**config.mk**
```make
export PLATFORM = sky130hd
export DESIGN_NAME = cpu_pipeline
export DESIGN_NICKNAME = d
export VERILOG_FILES = /design/src/rtl/cpu_pipeline.sv
export SDC_FILE = /design/constraint.sdc
export NUM_CORES = 2
export LEC_CHECK = 0
export CAP_MARGIN = 20
export CELL_PAD_IN_SITES_DETAIL_PLACEMENT = 0
export CELL_PAD_IN_SITES_GLOBAL_PLACEMENT = 1
export CORE_AREA = 5 5 377 379
export CTS_BUF_LIST = sky130_fd_sc_hd__clkbuf_8
export CTS_CLUSTER_DIAMETER = 200
export CTS_CLUSTER_SIZE = 14
export DETAILED_ROUTE_END_ITERATION = 6
export DIE_AREA = 0 0 382 384
export MAX_ROUTING_LAYER = met4
export PLACE_DENSITY = 0.83
export SLEW_MARGIN = 5
export SYNTH_ARGS = -nofsm -noshare
export SYNTH_HDL_FRONTEND = slang
export SYNTH_SLANG_ARGS = --single-unit
```
**constraint.sdc**
```tcl
create_clock -name clk -period 39.4 [get_ports clk]
set_clock_uncertainty 0.15 [all_clocks]
set_input_delay 7.88 -clock clk [delete_from_list [all_inputs] [get_ports clk]]
set_output_delay 7.88 -clock clk [all_outputs]
set_load 0.02 [all_outputs]
```
**src/rtl/cpu_pipeline.sv**
```systemverilog
// cpu_pipeline: 3-stage ID/EX/WB integer pipeline with a RUN/DRAIN/HALT control FSM.
// Define CPU_PIPELINE_FORWARD_EN to forward EX results into ID; otherwise RAW hazards stall one cycle.
module cpu_pipeline #(
    parameter int          DATA_W   = 32,
    parameter int          NREGS    = 32,
    parameter logic [31:0] PC_RESET = 32'd0
) (
    input  logic                     clk,
    input  logic                     reset,
    input  logic [31:0]              instr,
    input  logic                     instr_valid,
    output logic                     instr_ready,
    output logic [31:0]              pc,
    output logic                     wb_valid,
    output logic [$clog2(NREGS)-1:0] wb_addr,
    output logic [DATA_W-1:0]        wb_data,
    output logic                     halted
);
    localparam int RW = $clog2(NREGS);
    localparam int SW = $clog2(DATA_W);
    localparam logic [5:0] OP_ADDI = 6'd7;
    localparam logic [5:0] OP_HALT = 6'd63;

    typedef enum logic [1:0] {S_RUN, S_DRAIN, S_HALT} state_t;

    state_t            state, state_nx;
    logic [DATA_W-1:0] rf [NREGS];
    logic              id_valid;
    logic [31:0]       id_instr;
    logic              ex_valid, ex_we;
    logic [5:0]        ex_op;
    logic [RW-1:0]     ex_rd;
    logic [DATA_W-1:0] ex_a, ex_b, ex_res;
    logic [5:0]        id_op;
    logic [RW-1:0]     id_rs1, id_rs2, id_rd;
    logic              id_use1, id_use2, id_we;
    logic [DATA_W-1:0] op_a, op_b;
    logic              hz1, hz2, stall, accept, drained;

    // ADDI writes the rs2 field; the rd field overlaps its immediate
    assign id_op   = id_instr[31:26];
    assign id_rs1  = id_instr[21 +: RW];
    assign id_rs2  = id_instr[16 +: RW];
    assign id_rd   = (id_op == OP_ADDI) ? id_rs2 : id_instr[11 +: RW];
    assign id_use1 = id_op >= 6'd1 && id_op <= 6'd8;
    assign id_use2 = id_use1 && id_op != OP_ADDI;
    assign id_we   = id_use1 && id_rd != '0;

    assign hz1 = id_valid && ex_we && id_use1 && id_rs1 == ex_rd;
    assign hz2 = id_valid && ex_we && id_use2 && id_rs2 == ex_rd;

`ifdef CPU_PIPELINE_FORWARD_EN
    assign op_a  = hz1 ? ex_res : rf[id_rs1];
    assign op_b  = hz2 ? ex_res : rf[id_rs2];
    assign stall = 1'b0;
`else
    assign op_a  = rf[id_rs1];
    assign op_b  = rf[id_rs2];
    assign stall = hz1 || hz2;
`endif

    assign instr_ready = state == S_RUN && !stall;
    assign accept      = instr_valid && instr_ready;
    assign halted      = state == S_HALT;
    // HALT itself reaching EX means everything older is retiring
    assign drained     = !id_valid && !(ex_valid && ex_op != OP_HALT);

    always_comb begin
        ex_res = '0;
        case (ex_op)
            6'd1, OP_ADDI: ex_res = ex_a + ex_b;
            6'd2:          ex_res = ex_a - ex_b;
            6'd3:          ex_res = ex_a & ex_b;
            6'd4:          ex_res = ex_a | ex_b;
            6'd5:          ex_res = ex_a ^ ex_b;
            6'd6:          ex_res = DATA_W'($signed(ex_a) < $signed(ex_b));
            6'd8:          ex_res = ex_a << ex_b[SW-1:0];
            default:       ex_res = '0;
        endcase
    end

    always_comb begin
        state_nx = (state == S_RUN && accept && instr[31:26] == OP_HALT) ? S_DRAIN :
                   (state == S_DRAIN && drained) ? S_HALT : state;
    end

    always_ff @(posedge clk or posedge reset) begin
        if (reset)
            state <= S_RUN;
        else
            state <= state_nx;
    end

    always_ff @(posedge clk or posedge reset) begin
        if (reset) begin
            pc       <= PC_RESET;
            id_valid <= 1'b0;
            id_instr <= '0;
            ex_valid <= 1'b0;
            ex_we    <= 1'b0;
            ex_op    <= '0;
            ex_rd    <= '0;
            ex_a     <= '0;
            ex_b     <= '0;
            wb_valid <= 1'b0;
            wb_addr  <= '0;
            wb_data  <= '0;
            for (int i = 0; i < NREGS; i++)
                rf[i] <= '0;
        end else begin
            if (accept)
                pc <= pc + 32'd4;
            if (!stall) begin
                id_valid <= accept;
                if (accept)
                    id_instr <= instr;
            end
            ex_valid <= id_valid && !stall;
            ex_we    <= id_valid && !stall && id_we;
            ex_op    <= id_op;
            ex_rd    <= id_rd;
            ex_a     <= op_a;
            ex_b     <= (id_op == OP_ADDI) ? DATA_W'($signed(id_instr[15:0])) : op_b;
            wb_valid <= ex_we;
            if (ex_we) begin
                rf[ex_rd] <= ex_res;
                wb_addr   <= ex_rd;
                wb_data   <= ex_res;
            end
        end
    end
endmodule
```
Yosys cells after proc, flatten, opt, wreduce, memory -nomap -nowiden

Index checks and enable logic that the tools add are counted.

$add $sub $neg: 3
$mul: 0
Div/mod/pow operators: 0
Magnitude comparators: 7
Eq/ne operators: 16
Shift-type cells: 1
Muxes and demuxes: 14
Bitwise logic cells: 7
Reductions and logical operators: 27

Operators by type and width:

| kind                                                              | count |
|---|---|
| bitwise mux 1024 bit                                              | 1 |
| binary-select mux 32 bit (select 5 bit)                           | 2 |
| one-hot mux 32 bit (7 select lines)                               | 1 |
| 2-to-1 mux 32 bit                                                 | 6 |
| demux 32 bit (select 5 bit)                                       | 1 |
| adder 32 x 3 -> 32 bit, second input constant                     | 1 |
| adder 32 bit                                                      | 1 |
| bitwise AND 32 bit                                                | 1 |
| less-than comparator 32 bit                                       | 1 |
| bitwise OR 32 bit                                                 | 1 |
| << shifter 32 x 5 -> 32 bit                                       | 1 |
| subtractor 32 bit                                                 | 1 |
| XOR 32 bit                                                        | 1 |
| == test 6 x 3 -> 1 bit, second input constant                     | 5 |
| greater-or-equal comparator 6 bit, second input constant          | 3 |
| logical AND 1 bit                                                 | 18 |
| inverter 5 -> 6 bit                                               | 3 |
| == test 6 x 2 -> 1 bit, second input constant                     | 2 |
| == test 5 bit                                                     | 2 |
| == test 6 x 1 -> 1 bit, second input constant                     | 1 |
| == test 6 x 4 -> 1 bit, second input constant                     | 1 |
| == test 6 bit, second input constant                              | 1 |
| greater-or-equal comparator 6 x 1 -> 1 bit, second input constant | 1 |
| <= comparator 6 x 4 -> 1 bit, second input constant               | 1 |
| other kinds (15)                                                  | 18 |

Flip-flop bits (word level): 1206
Latch bits: 0
RAM bits: 0
Memory bits (read-only): 0
Bits of input ports: 35
Output and inout port bits: 72
Memories: 0

Depth between registers and ports, before layout

Depth in word-level cells: 12
Mapped depth: 16
Depth with buffers taken out: 13

Worst setup path before layout

Ideal clock, no wire load.

Path kind: flip-flop to output port
From: register id_instr[31]
To: output port instr_ready
Arrival: 1.593 ns
Required time: 31.370 ns
Slack: 29.777 ns
Stages on the path, launching flop included: 7
Path buffers: 1
Cells stage by stage: dfrtp_1 nor2_1 and4_1 clkbuf_1 nor4_1 o21ai_0 and2_1

Cells in the longest elaborated chain, start to end: 8
Elaborated cells on any way between the ends: 12
Those cells by class: order compare: 2; eq/ne: 1; reduce/logical: 9

Ends and longest elaborated chain:

| element                                                                                    | line | text |
|---|---|---|
| start, declared                                                                            | 29   | `logic [31:0] id_instr;` |
| start signal, assigned                                                                     | 116  | `id_instr <= instr;` |
| greater-or-equal comparator 6 x 1 -> 1 bit or <= comparator 6 x 4 -> 1 bit (tied branches) | 45   | `assign id_use1 = id_op >= 6'd1 && id_op <= 6'd8;` |
| logical AND 1 bit                                                                          | 45   |  |
| logical AND 1 bit                                                                          | 46   | `assign id_use2 = id_use1 && id_op != OP_ADDI;` |
| logical AND 1 bit (2 in a row)                                                             | 50   | `assign hz2 = id_valid && ex_we && id_use2 && id_rs2 == ex_rd;` |
| logical OR 1 bit (*)                                                                       | 59   | `assign stall = hz1 \|\| hz2;` |
| zero test 1 bit (*)                                                                        | 62   | `assign instr_ready = state == S_RUN && !stall;` |
| logical AND 1 bit (*)                                                                      | 62   |  |
| end, declared                                                                              | 12   | `output logic instr_ready,` |

Every way passes the cells marked *; elsewhere a longest branch is shown, timed or not.

==> flow_summary.ini <==
[status]
status = completed

[logic_synthesis]
ys_warn_count = 0
yosys-top-cells-area = dfrtp_1, mux4_2, nand2_1
synth_edf_count = 0
syn_inst = 5832
syn_area_per_cell_um2 = 11.3
synth-main-ff-cell = dfrtp_1
yosysUniqueCellTypes = 91
yosysTopAreaCell = dfrtp_1
ys_ff_latch = 1204
netlist_area_mm2 = 0.0659
yosysSeqAreaShare = 0.457
ys_async_sr_fraction = 1.00
synth_top_area_frac = 0.457

[routing]
wl_um = 213000
ant_nets = 0
drt_iter0_drc = 6181
viasPerCell = 6.54
firstDrtPassIters = 6
drcViolationCount = 0
post_drt_wl_per_cell_um = 28.5
vias = 48700

[power_and_ir_drop]
power_density_mw_per_mm2 = 27.2
sw_frac_of_total = 0.232
power.total_mw = 1.91
ir_drop_v = 0.0000243
clkPwrFrac = 0.337
p_leak_nw = 28.2
p_seq_frac = 0.648
switchingPower_mw = 0.442
cell_internal_pwr_mw = 1.46
pwr-share-comb = 0.016

[clock_network]
clockBufferDepth = 3
cts_resized = 0
numCtsBuffers = 96
clock_latency_ns = 0.86
clk_pin_slew_ns = 0.09
cts_tree = done
cts_hold_buf = 0
h-tree-depth = 3
cts_root_buf = clkbuf_8
clock-sinks = 1204
postCtsSetupBuffers = 0

[layout]
area_delta_synth_final_pct = 6.29
fin_cells = 7453
drive_above_1_share = 0.203
postLayoutCoreUtil = 0.506
nets = 5766

[worst_setup_path]
endpoint = ex_we
rr_startpoint = ex_b[3]
timing.rr.end = rf[382]
cp_max_fo = 189
start_kind = input port
end_kind = asynchronous set/reset pin
reg2reg_depth = 13
arrival_ns = 13.30
required_ns = 39.92
r2r_slack_ns = 33.41
crit_start = reset
crit_type = input port to asynchronous set/reset pin

[grt]
track_usage = 0.298
first_global_vias = 48200
antenna_found_initial = 9
grt_pass1_wl_um = 319000
overflow = 0
grt_max_degree = 190

[placed_design]
place_congestion = 1.00
io_buffer_count = 104
dp_cells = 7330
dp_hpwl_um = 132000

[floorplanning]
die_h_um = 384
die_w_um = 382
start_util = 0.476
die_area_mm2 = 0.147
core-area_mm2 = 0.139
rows = 137
ios = 107

[timing]
rsz0062_at_grt = no
timing.final.crit_share = 0.324
max_freq_ghz = 0.0783
hold_viol = 0
slew_headroom = 0.159
finalSetupTns_ns = 0
finalCriticalPeriod_ns = 12.77
finalMaxSlewViolations = 0
worst_pin_slew_ns = 1.25
final-setup-viol-count = 0

[worst_hold_path]
hold_path_class = flip-flop to flip-flop

[flow_run]
cap_viol_max_count = 0
layout by cell type, fill, tap and decap left out, types with 10 or more instances in the layout:
master | Yosys | layout
a211oi_1 | 20 | 16
a21o_1 | 13 | 13
a21oi_1 | 139 | 132
a221o_1 | 11 | 11
a221oi_1 | 17 | 14
a31oi_1 | 142 | 141
and2_1 | 10 | 10
and3_1 | 19 | 19
buf_4 | 3 | 121
clkbuf_8 | 0 | 97
clkdlybuf4s50_1 | 0 | 104
dfrtp_1 | 1204 | 1192
dfrtp_4 | 0 | 10
ha_1 | 106 | 106
inv_1 | 99 | 105
mux2_2 | 108 | 108
mux2i_1 | 57 | 57
mux4_2 | 656 | 656
nand2_1 | 1102 | 1070
nand2_2 | 0 | 32
nand2b_1 | 11 | 11
nand3_1 | 40 | 39
nand4_1 | 22 | 22
nor2_1 | 306 | 303
nor3_1 | 27 | 23
nor4_1 | 13 | 12
o211ai_1 | 11 | 11
o21ai_0 | 802 | 802
o21ai_2 | 29 | 29
o21bai_1 | 15 | 14
o221ai_1 | 23 | 23
o31ai_1 | 80 | 79
xnor2_1 | 32 | 32
xor2_1 | 10 | 10
metrics by stage:
stage / cell area [µm²] / setup slack [ns] / hold WS [ns]
after floorplan: 65900 / 14.74 / 0.224
after global placement: 68500 / 25.74 / 0.239
after detailed placement: 68500 / 25.66 / 0.246
after CTS: 69900 / 26.54 / 0.263
after global routing: 70000 / 25.84 / 0.283
final: 70000 / 26.63 / 0.258
power groups by stage:
stage	combinational [mW]	sequential [mW]	clock, mW
final	0.0299	1.23	0.642
after global routing	0.0353	1.23	0.700
after CTS	0.0309	1.23	0.658
after detailed placement	0.0309	1.26	0
after global placement	0.0304	1.26	0
after floorplan	0.0184	1.26	0
cell usage after synthesis (11+ instances only):
cell / number
a211oi_1: 20
a21o_1: 13
a21oi_1: 139
a221o_1: 11
a221oi_1: 17
a31oi_1: 142
and3_1: 19
buf_1: 82
buf_2: 31
clkbuf_1: 422
dfrtp_1: 1204
ha_1: 106
inv_1: 99
mux2_2: 108
mux2i_1: 57
mux4_2: 656
nand2_1: 1102
nand2b_1: 11
nand3_1: 40
nand4_1: 22
nor2_1: 306
nor3_1: 27
nor4_1: 13
o211ai_1: 11
o21ai_0: 802
o21ai_2: 29
o21bai_1: 15
o221ai_1: 23
o31ai_1: 80
xnor2_1: 32
per-layer routing:
layer,wire (µm),track usage
met1,84000,0.398
met5,0,-
met4,10300,0.123
met2,97300,0.448
met3,21200,0.0664
cells by family (layout without fill, tap and decap cells):
group           after synthesis  after routing  synth area share
other cells                   1             11         0.0000569
mux                         831            831             0.255
buf+inv                     646            450            0.0383
xor+xnor                     42             42           0.00558
simple gates               1602           1602            0.0986
compound gates             1398           1398             0.125
flops                      1204           1204             0.457
fa+ha+maj                   108            108            0.0207
worst max-delay path, stage by stage:
cell and delay, ns:
clkdlybuf4s50_1 0.44, clkinvlp_4 0.07, buf_4 0.62, buf_4 0.86
buf_12 0.69, buf_4 0.68, buf_4 0.80, buf_12 0.73
worst min path at each step:
stage            startpoint       end  slack [ns]  cells past startpoint
3_3_place_gp   id_instr[31]  ex_op[5]        0.24                      0
2_1_floorplan  id_instr[31]  ex_op[5]        0.22                      0
5_1_grt        id_instr[31]  ex_op[5]        0.28                      0
3_5_place_dp   id_instr[30]  ex_op[4]        0.25                      0
4_1_cts        id_instr[31]  ex_op[5]        0.26                      0
6_report       id_instr[31]  ex_op[5]        0.26                      0
sequential cells by signal, summed over array words and instances (netlist names):
register  flops
wb_valid      1
ex_a         32
wb_addr       5
pc           30
ex_rd         5
id_valid      1
rf         1024
ex_valid      1
ex_op         6
ex_we         1
wb_data      32
state         2
ex_b         32
id_instr     32
cell type report:
class                           instances  area, µm²
Tap cell                             1807       2260
Sequential cell                      1204      30200
Multi-Input combinational cell       3983      33600
Antenna cell                            9       22.5
Clock inverter                         15        111
Clock buffer                           97       1340
Fill cell                           12200      68500
Inverter                              103        390
Timing Repair Buffer                  235       2160
(Power assumes the default switching activity.)
